File: src/rtl/mms_ptw_pkg.sv
// mms_ptw_pkg: shared types, widths and PTE decode helpers for the Sv32 page-table walker.
package mms_ptw_pkg;

   localparam int SV32_PTE_WD = 32;
   localparam int PPN_WD      = 22;
   localparam int ASID_WD     = 9;
   localparam int VPN1_WD     = 10;
   localparam int VPN0_WD     = 10;
   localparam int VPN_WD      = VPN1_WD + VPN0_WD;
   localparam int PADDR_WD    = 34;

   typedef enum logic [2:0] {
      S_IDLE    = 3'd0,
      S_L1_REQ  = 3'd1,
      S_L1_WAIT = 3'd2,
      S_L0_REQ  = 3'd3,
      S_L0_WAIT = 3'd4,
      S_RESP    = 3'd5
   } ptw_state_e;

   typedef enum logic {
      DST_ITLB = 1'b0,
      DST_DTLB = 1'b1
   } ptw_dst_e;

   // flags = {D, A, G, U, X, W, R, V}
   typedef struct packed {
      logic [11:0] ppn1;
      logic [9:0]  ppn0;
      logic [1:0]  rsw;
      logic [7:0]  flags;
   } sv32_pte_t;

   // Invalid entry, or the reserved write-without-read encoding.
   function automatic logic pte_fault(input sv32_pte_t p);
      return !p.flags[0] || (!p.flags[1] && p.flags[2]);
   endfunction

   // Any of R or X marks a leaf; otherwise the entry points to the next level.
   function automatic logic pte_leaf(input sv32_pte_t p);
      return p.flags[1] || p.flags[3];
   endfunction

endpackage

File: src/rtl/mms_ptw_arb.sv
// mms_ptw_arb: 2-way round-robin arbiter between ITLB (req[0]) and DTLB (req[1]) misses.
module mms_ptw_arb
   import mms_ptw_pkg::*;
#(
   parameter int RR_INIT = 0
) (
   input  logic       clk,
   input  logic       rst_n,
   input  logic [1:0] req,
   input  logic       en,
   output logic [1:0] gnt
);

   // ptr = side that wins when both request (0 = ITLB, 1 = DTLB)
   logic ptr;

   // Grant: a lone requester always wins; a tie goes to the pointer side.
   always_comb begin
      gnt = 2'b00;
      if (en) begin
         if (req == 2'b11) gnt = ptr ? 2'b10 : 2'b01;
         else              gnt = req;
      end
   end

   // Pointer moves to the side that was not just granted.
   always_ff @(posedge clk or negedge rst_n) begin
      if (!rst_n)      ptr <= (RR_INIT != 0);
      else if (|gnt)   ptr <= gnt[DST_ITLB];
   end

endmodule

File: src/rtl/mms_ptw.sv
// mms_ptw: Sv32 hardware page-table walker serving ITLB/DTLB refills, one walk at a time.
// Optional feature macro: MMS_PTW_L1_CACHE_EN -- one-entry cache of the last level-1
// pointer PTE so a repeat walk in the same 4 MiB region skips the level-1 read.
module mms_ptw
   import mms_ptw_pkg::*;
#(
   parameter int PTE_WD  = SV32_PTE_WD,
   parameter int RR_INIT = 0
) (
   input  logic                clk,
   input  logic                rst_n,
   input  logic [PPN_WD-1:0]   satp_ppn_i,
   input  logic [ASID_WD-1:0]  satp_asid_i,
   input  logic                flush_i,
   input  logic                itlb_req_vld_i,
   input  logic [VPN_WD-1:0]   itlb_req_vpn_i,
   output logic                itlb_req_rdy_o,
   input  logic                dtlb_req_vld_i,
   input  logic [VPN_WD-1:0]   dtlb_req_vpn_i,
   output logic                dtlb_req_rdy_o,
   output logic                mem_req_vld_o,
   output logic [PADDR_WD-1:0] mem_req_addr_o,
   input  logic                mem_req_rdy_i,
   input  logic                mem_rsp_vld_i,
   input  logic [PTE_WD-1:0]   mem_rsp_data_i,
   output logic                resp_vld_o,
   output logic                resp_dst_o,
   output logic [VPN_WD-1:0]   resp_vpn_o,
   output logic [ASID_WD-1:0]  resp_asid_o,
   output logic [PTE_WD-1:0]   resp_pte_o,
   output logic                resp_super_o,
   output logic                resp_fault_o
);

   ptw_state_e         state;
   logic [VPN_WD-1:0]  vpn_q;
   logic [ASID_WD-1:0] asid_q;
   logic               dst_q;
   logic               kill_q;

   logic [1:0]         gnt;
   logic               grant;
   logic [VPN_WD-1:0]  gnt_vpn;

   sv32_pte_t          pte;
   logic [PPN_WD-1:0]  pte_ppn;
   logic               pte_bad;
   logic               pte_is_leaf;
   logic               pte_misal;

   logic               hit;
   logic [PPN_WD-1:0]  hit_ppn;

   // Requests are only considered while idle, so rdy never rises mid-walk or in RESP.
   mms_ptw_arb #(.RR_INIT(RR_INIT)) u_arb (
      .clk   (clk),
      .rst_n (rst_n),
      .req   ({dtlb_req_vld_i, itlb_req_vld_i}),
      .en    (state == S_IDLE),
      .gnt   (gnt)
   );

   assign itlb_req_rdy_o = gnt[DST_ITLB];
   assign dtlb_req_rdy_o = gnt[DST_DTLB];
   assign grant          = |gnt;
   assign gnt_vpn        = gnt[DST_DTLB] ? dtlb_req_vpn_i : itlb_req_vpn_i;

   assign pte         = sv32_pte_t'(mem_rsp_data_i[SV32_PTE_WD-1:0]);
   assign pte_ppn     = {pte.ppn1, pte.ppn0};
   assign pte_bad     = pte_fault(pte);
   assign pte_is_leaf = pte_leaf(pte);
   assign pte_misal   = |pte.ppn0;

`ifdef MMS_PTW_L1_CACHE_EN
   logic               c_vld;
   logic [ASID_WD-1:0] c_asid;
   logic [VPN1_WD-1:0] c_vpn1;
   logic [PPN_WD-1:0]  c_ppn;
   logic               fill;

   // Only a good pointer PTE from a walk that is not being killed is worth keeping.
   assign fill    = (state == S_L1_WAIT) && mem_rsp_vld_i && !kill_q && !flush_i &&
                    !pte_bad && !pte_is_leaf;
   assign hit     = c_vld && (c_asid == satp_asid_i) &&
                    (c_vpn1 == gnt_vpn[VPN_WD-1:VPN0_WD]);
   assign hit_ppn = c_ppn;

   // Cache entry: sfence.vma drops it, otherwise refilled on every level-1 pointer PTE.
   always_ff @(posedge clk or negedge rst_n) begin
      if (!rst_n) begin
         c_vld  <= 1'b0;
         c_asid <= '0;
         c_vpn1 <= '0;
         c_ppn  <= '0;
      end else if (flush_i) begin
         c_vld  <= 1'b0;
      end else if (fill) begin
         c_vld  <= 1'b1;
         c_asid <= asid_q;
         c_vpn1 <= vpn_q[VPN_WD-1:VPN0_WD];
         c_ppn  <= pte_ppn;
      end
   end
`else
   assign hit     = 1'b0;
   assign hit_ppn = '0;
`endif

   // Walk FSM; every memory and response output is registered here.
   always_ff @(posedge clk or negedge rst_n) begin
      if (!rst_n) begin
         state          <= S_IDLE;
         mem_req_vld_o  <= 1'b0;
         mem_req_addr_o <= '0;
         vpn_q          <= '0;
         asid_q         <= '0;
         dst_q          <= 1'b0;
         kill_q         <= 1'b0;
         resp_vld_o     <= 1'b0;
         resp_dst_o     <= 1'b0;
         resp_vpn_o     <= '0;
         resp_asid_o    <= '0;
         resp_pte_o     <= '0;
         resp_super_o   <= 1'b0;
         resp_fault_o   <= 1'b0;
      end else begin
         // Response fields are only meaningful in the RESP cycle; zero them otherwise.
         resp_vld_o   <= 1'b0;
         resp_dst_o   <= 1'b0;
         resp_vpn_o   <= '0;
         resp_asid_o  <= '0;
         resp_pte_o   <= '0;
         resp_super_o <= 1'b0;
         resp_fault_o <= 1'b0;

         case (state)
            S_IDLE: begin
               if (grant) begin
                  vpn_q  <= gnt_vpn;
                  asid_q <= satp_asid_i;
                  dst_q  <= gnt[DST_DTLB];
                  if (flush_i) begin
                     // Requester sees its grant, but the walk dies before any read.
                     state <= S_IDLE;
                  end else if (hit) begin
                     state          <= S_L0_REQ;
                     mem_req_vld_o  <= 1'b1;
                     mem_req_addr_o <= {hit_ppn, gnt_vpn[VPN0_WD-1:0], 2'b00};
                  end else begin
                     state          <= S_L1_REQ;
                     mem_req_vld_o  <= 1'b1;
                     mem_req_addr_o <= {satp_ppn_i, gnt_vpn[VPN_WD-1:VPN0_WD], 2'b00};
                  end
               end
            end

            S_L1_REQ, S_L0_REQ: begin
               if (mem_req_rdy_i) begin
                  // Once accepted a read must be drained, so a flush here becomes a kill.
                  mem_req_vld_o <= 1'b0;
                  kill_q        <= flush_i;
                  state         <= (state == S_L1_REQ) ? S_L1_WAIT : S_L0_WAIT;
               end else if (flush_i) begin
                  mem_req_vld_o <= 1'b0;
                  state         <= S_IDLE;
               end
            end

            S_L1_WAIT: begin
               if (mem_rsp_vld_i) begin
                  if (kill_q || flush_i) begin
                     kill_q <= 1'b0;
                     state  <= S_IDLE;
                  end else if (pte_bad || (pte_is_leaf && pte_misal)) begin
                     state        <= S_RESP;
                     resp_vld_o   <= 1'b1;
                     resp_dst_o   <= dst_q;
                     resp_vpn_o   <= vpn_q;
                     resp_asid_o  <= asid_q;
                     resp_fault_o <= 1'b1;
                  end else if (pte_is_leaf) begin
                     state        <= S_RESP;
                     resp_vld_o   <= 1'b1;
                     resp_dst_o   <= dst_q;
                     resp_vpn_o   <= vpn_q;
                     resp_asid_o  <= asid_q;
                     resp_pte_o   <= PTE_WD'(pte);
                     resp_super_o <= 1'b1;
                  end else begin
                     state          <= S_L0_REQ;
                     mem_req_vld_o  <= 1'b1;
                     mem_req_addr_o <= {pte_ppn, vpn_q[VPN0_WD-1:0], 2'b00};
                  end
               end else if (flush_i) begin
                  kill_q <= 1'b1;
               end
            end

            S_L0_WAIT: begin
               if (mem_rsp_vld_i) begin
                  if (kill_q || flush_i) begin
                     kill_q <= 1'b0;
                     state  <= S_IDLE;
                  end else begin
                     // A pointer at level 0 has nowhere left to go: fault.
                     state        <= S_RESP;
                     resp_vld_o   <= 1'b1;
                     resp_dst_o   <= dst_q;
                     resp_vpn_o   <= vpn_q;
                     resp_asid_o  <= asid_q;
                     if (pte_bad || !pte_is_leaf) resp_fault_o <= 1'b1;
                     else                         resp_pte_o   <= PTE_WD'(pte);
                  end
               end else if (flush_i) begin
                  kill_q <= 1'b1;
               end
            end

            S_RESP:  state <= S_IDLE;
            default: state <= S_IDLE;
         endcase
      end
   end

endmodule

File: config.mk
export PLATFORM = sky130hd
export DESIGN_NAME = mms_ptw
export DESIGN_NICKNAME = d
export VERILOG_FILES = /design/src/rtl/mms_ptw_pkg.sv /design/src/rtl/mms_ptw_arb.sv /design/src/rtl/mms_ptw.sv
export SDC_FILE = /design/constraint.sdc
export NUM_CORES = 1
export LEC_CHECK = 0
export ABC_AREA = 1
export BUFFER_PORTS_ARGS = -buffer_cell sky130_fd_sc_hd__clkbuf_2
export CORE_MARGIN = 2
export CORE_UTILIZATION = 49
export CTS_BUF_LIST = sky130_fd_sc_hd__clkbuf_4 sky130_fd_sc_hd__clkbuf_8
export DETAILED_ROUTE_END_ITERATION = 10
export PLACE_DENSITY = 0.85
export REMOVE_ABC_BUFFERS = 1
export SLEW_MARGIN = 30
export SYNTH_ARGS = -nofsm -noshare
export SYNTH_HDL_FRONTEND = slang
export SYNTH_SLANG_ARGS = --single-unit
File: constraint.sdc
create_clock -name clk -period 1.97 [get_ports clk]
set_input_delay 0.197 -clock clk [delete_from_list [all_inputs] [get_ports clk]]
set_output_delay 0.197 -clock clk [all_outputs]
set_load 0.01 [all_outputs]
Yosys cells after proc, flatten, opt, wreduce, memory -nomap -nowiden --
Index checks and enable logic that the tools add are counted.
Word-level totals: bits in registers 135, input port bits 110, logic and storage cells 138
Cells by class: equality and inequality tests 16, muxes and demuxes 84, reductions and logical operators 23
Operators by type and width (number):
- 2-to-1 mux 32 bit | 7
- 2-to-1 mux 34 bit | 6
- 2-to-1 mux 20 bit | 7
- case mux 34 bit (2 select lines) | 1
- case mux 32 bit (2 select lines) | 1
- 2-to-1 mux 9 bit | 6
- case mux 20 bit (2 select lines) | 1
- 2-to-1 mux 1 bit | 35
- 2-to-1 mux 3 bit | 10
- case mux 9 bit (2 select lines) | 1
- inequality test 2 bit (second input constant) | 8
- case mux 3 bit (4 select lines) | 1
- OR reduction 10 bit | 1
- case mux 1 bit (2 select lines) | 4
- AND reduction 4 bit | 2
- AND reduction 8 bit | 1
- AND reduction 7 bit | 1
- == test 3 x 2 -> 1 bit (second input constant) | 2
- 2-to-1 mux 2 bit | 3
- OR reduction 2 bit | 3
- logical OR 1 bit | 5
- nonzero test 2 bit | 2
- == test 3 x 1 -> 1 bit (second input constant) | 1
- == test 3 bit (second input constant) | 1
- 10 further kinds | 13

Depth between registers and ports, before layout --
depth in word-level cells 8, depth in mapped cells 11

By module --
A second synthesis with hierarchy kept.
Second synthesis, totals: cells, all modules 663, area, all modules 5929.4 µm²
Modules (own cells, without submodules):
- mms_ptw | times used 1, cells each 652, area each 5865.6 µm², sequential area each 3303.2 µm²
- mms_ptw_arb | times used 1, cells each 11, area each 63.8 µm², sequential area each 25.0 µm²

Least setup slack after synthesis --
Ideal clock, no wire load.
path kind reg2reg, start reg state[1], end reg resp_pte_o[10], data arrival time 1.368 ns, required time 1.902 ns, path slack 0.534 ns, stages on the path, launching flop included 11, clock period less this slack 1.436 ns, cells stage by stage dfrtp_1 nor2_4 nand2_2 inv_4 nand2_2 nor2_2 nand2_1 nand2_2 inv_4 buf_12 nor2_4
Between the ends: cells in the longest elaborated chain, start to end 2, elaborated cells between the ends (all ways) 3, those cells by class eq/ne (2); mux (1)
RTL lines:
- start, declared | line mms_ptw.sv:35 | ptw_state_e state;
- start signal, assigned | line mms_ptw.sv:162 | state <= (state == S_L1_REQ) ? S_L1_WAIT : S_L0_WAIT;
- == test 3 bit or == test 3 x 2 -> 1 bit (tied branches) | line mms_ptw.sv:136 | case (state)
- case mux 32 bit (2 select lines) * | line mms_ptw.sv:136
- end signal, assigned | line mms_ptw.sv:187 | resp_pte_o <= PTE_WD'(pte);
- end signal, assigned | line mms_ptw.sv:212 | else resp_pte_o <= PTE_WD'(pte);
- end, declared | line mms_ptw.sv:30 | output logic [PTE_WD-1:0] resp_pte_o,
Every way passes the cells marked *; elsewhere a longest branch is shown, timed or not. A chain may end at the register's enable or synchronous reset.

Worst setup path in the final report --
start reg state[1], end out dtlb_req_rdy_o
Between the ends: cells in the longest elaborated chain, start to end 2
RTL lines:
- zero test 3 bit | line mms_ptw.sv:59 | .en (state == S_IDLE),
- 2-to-1 mux 2 bit | line mms_ptw_arb.sv:20 | if (en) begin
- end, declared | line mms_ptw.sv:20 | output logic dtlb_req_rdy_o,
No other way between the ends.

==> results.md <==
* Netlist cell types at 31
* Core Region at 0.01196 sq mm
* P_sw at 0.004447 W
* Vias per cell at 5.059
* Vias in the first global route at 5343
* Critical-path top delay cell: dfrtp_1
* Yosys top cell by area: dfrtp_1
* Leak Pwr at 4.479 nW
* Top-count cell post-synth: nand2_1
* Met2 WL at between 8000 and 9000 um
* Row cnt at 40
* Clk_lat worst skew at between 0.4 and 0.5 ns
* Sequential Power Share at 36.0%
* Non-filler cells, final at 1067
* Max layer used: met4
* Synth async-reset ratio at 100.0%
* Hold Crit Depth at 3
* Routed wire length at 16330 um
* WHS Endpoint: asid_q[8]
* PortBufs at 209
* Number of synthesized flops with an enable pin at 0
* Detail Route met3 WL at approximately 840 um
* Top post-synthesis cells by count: nand2_1 (175), dfrtp_1 (133), inv_1 (82), nand3_1 (58), o21ai_0 (39)
* CP Class: reg2out
* Worst hold path startpoint: satp_asid_i[8]
* Area Overhead vs Synth at 31.26%
* Comb pwr share at 43.1%
* Antenna diode count at 0
* FF-to-FF path depth at 9
* CP startpoint kind: flop
* Largest net degree at the start of global routing at 56
* Total CTS buffers at 17
* Final Cycle Share at 95.69%
* Maxcap violations at 0
* Cell total after placement at 1014
* CTS tree: yes
* Peak VDD IR at 0.0006704 V
* P per Cell Area at 1370 mW/mm^2
* Final Net Count at 1017
* Met1 WL at roughly 6700 um
* Worst Path Arrival at approximately 1.7 ns
* Initial core utilization at around 50%
* Post-route antenna net violation count at 0
* Syn_area_per_cell at 8.922 sq um
* Critical path required time at 1.77 ns
* First-pass GRT wire length at 25790 um
* Fillcell total at 959
* Clock sink count at around 130
* Fmax at between 500 and 600 MHz
* Initial DRC count at 450
* Io pins at between 200 and 250
* Primary FF master, synth: dfrtp_1
* Least-Margin Pin Slew at 0.6643 ns
* Longest Clk Path Bufs at 2
* Max_slew headroom at 55.72%
* R2r setup slk at 0.14 ns
* Setup Viol. Count Final at 0
* Total power at 0.01078 W
* Clock Skew at 0.007685 ns
* Die area at 0.01314 sq mm
* Synth top area share at between 50% and 60%
* Worst-path maximum fanout at 11
* Reg clk slew, reported paths at 0.07 ns
* Share of cells above drive strength 1 at 35.22%
* Seq cells post-synth at between 100 and 150
* Placer congestion estimate at 0.9094
* FF-to-FF End: resp_pte_o[5]
* Wire per inst at 15.30 um
* Congestion Overflow GR at 0
* Critical path's largest stage delay at approximately 0.44 ns
* Unrepaired setup endpoints after global routing: yes
* Initial DRT Pass Iterations at 5
* Die Width at ~110 um
* Die height at 114.6 um
* Ys Warns at 0
* Max Slew Vio Count at 0
* Hold crit path type: in2reg
* Final HPWL DP at between 10000 and 15000 um
* Gr usage total at between 20% and 30%
* Mapped Area at 0.005996 sq mm
* Status: finished, final reports clean
* Clock power frac at 21.0%
* Vias post-DR at approximately 5.4k
* Launch point of the worst reg-to-reg path: state[1]
* Crit-path cells: nor2_4 -> nand2_2 -> inv_2 -> nand2_2 -> inv_2 -> buf_6 -> clkbuf_2
* Initial antenna violation count at 0
* Root Driver: clkbuf_8
* Residual DRC count at 0
* Min cycle time layout at between 1.5 and 2 ns
* CP Capture Type: output port
* Int Power at 0.006336 W
* Sw Share at 41.24%
* Sequential-to-total area share from yosys stat at 55.51%
* Final Hold Fails at 0
* Number of H-tree branching levels at 4
* Synth top area cells: dfrtp_1 (56%), nand2_1 (11%), inv_1 (5.1%), nand3_1 (4.8%), nor2_4 (4.7%)
* Mapped Cells at 672
-- area by class of cell --
type / count / area [sq um] / area share [%]
clock buffer: 20 / 275.3 / 3.498
clock inverter: 12 / 128.9 / 1.638
inverter: 91 / 346.6 / 4.404
multi-input combinational: 415 / 2135 / 27.12
sequential: 133 / 3329 / 42.31
tap: 147 / 183.9 / 2.337
timing repair buffer: 249 / 1471 / 18.70
-- how the worst max path moves through the flow --
stage,start,end,slack [ns],depth (start not counted)
after floorplan,state[1],mem_req_addr_o[10],-0.90,8
after global placement,state[0],resp_pte_o[2],0.17,9
after detailed placement,state[0],resp_pte_o[5],0.15,9
after CTS,state[1],dtlb_req_rdy_o,0.03,7
after global routing,state[1],dtlb_req_rdy_o,-0.02,7
final,state[1],dtlb_req_rdy_o,0.08,7
-- per-layer routing --
layer / vias up / track usage (%)
li1: 2579 / -
met1: 2548 / 33.07
met2: 221 / 41.58
met3: 50 / 4.606
met4: 0 / 12.93
met5: - / 0
-- worst max-delay path: cells and delay by family, from the launching register on --
family | cells | cell delay [ns]
buffers and inverters | 4 | 0.49
AND/OR/NAND/NOR | 3 | 0.32
flip-flops | 1 | 0.44
-- logic make-up after synthesis --
logic type             share of synthesized area (%)
and+or+nand+nor                                28.19
DFF                                            55.51
buffers and inverters                          9.120
AOI/OAI and AO/OA                              7.116
other                                        0.06254
-- registers in the layout (all words and copies together) (netlist names) --
register,flops
mem_req_addr_o,32
resp_pte_o,32
resp_vpn_o,20
vpn_q,20
asid_q,9
resp_asid_o,9
state,3
dst_q,1
kill_q,1
mem_req_vld_o,1
resp_dst_o,1
resp_fault_o,1
resp_super_o,1
resp_vld_o,1
u_arb.ptr,1
-- repair_timing --
item | in CTS | in global routing
setup endpoints to repair | 0 | 26
endpoints found under the hold margin | 66 | 0
hold buffers | 21 | 0
gates resized for setup | 0 | 3
buffers inserted | 0 | 0
-- power by group through the flow --
stage / combinational [W] / sequential [W] / clock, W
after detailed placement: 0.00459 / 0.00391 / 0
after floorplan: 0.00263 / 0.00400 / 0
after global routing: 0.00524 / 0.00394 / 0.00243
final: 0.00465 / 0.00388 / 0.00226
after CTS: 0.00466 / 0.00387 / 0.00229
after global placement: 0.00443 / 0.00390 / 0
-- placed cells by master, fill, tap and decap left out, types with 6 or more instances in the layout --
| master | instances |
|---|---|
| dfrtp_1 | 132 |
| dlygate4sd3_1 | 21 |
| a21oi_1 | 15 |
| nand2_2 | 6 |
| nand3_1 | 58 |
| clkbuf_8 | 20 |
| nand2_1 | 174 |
| o22ai_1 | 11 |
| o21ai_1 | 11 |
| inv_2 | 7 |
| inv_1 | 82 |
| nor2_1 | 31 |
| o21ai_0 | 39 |
| clkbuf_2 | 208 |
| nor3_1 | 13 |
| nor2_4 | 25 |
| buf_4 | 13 |
-- per-stage QoR --
stage / hold WS (ns) / setup WS (ns) / TNS, ns / utilization, % / instance area, sq um
6_report: 0.01379 / 0.08486 / 0 / 65.80 / 7870
5_1_grt: 0.007517 / -0.01963 / -0.01963 / 65.80 / 7870
4_1_cts: 0.004340 / 0.03000 / 0 / 65.69 / 7858
3_5_place_dp: 0.1793 / 0.1524 / 0 / 60.55 / 7243
3_3_place_gp: 0.1737 / 0.1693 / 0 / 60.55 / 7243
2_1_floorplan: -0.09859 / -0.9014 / -60.23 / - / 5799
No activity file was read; power rests on OpenSTA's default activity.
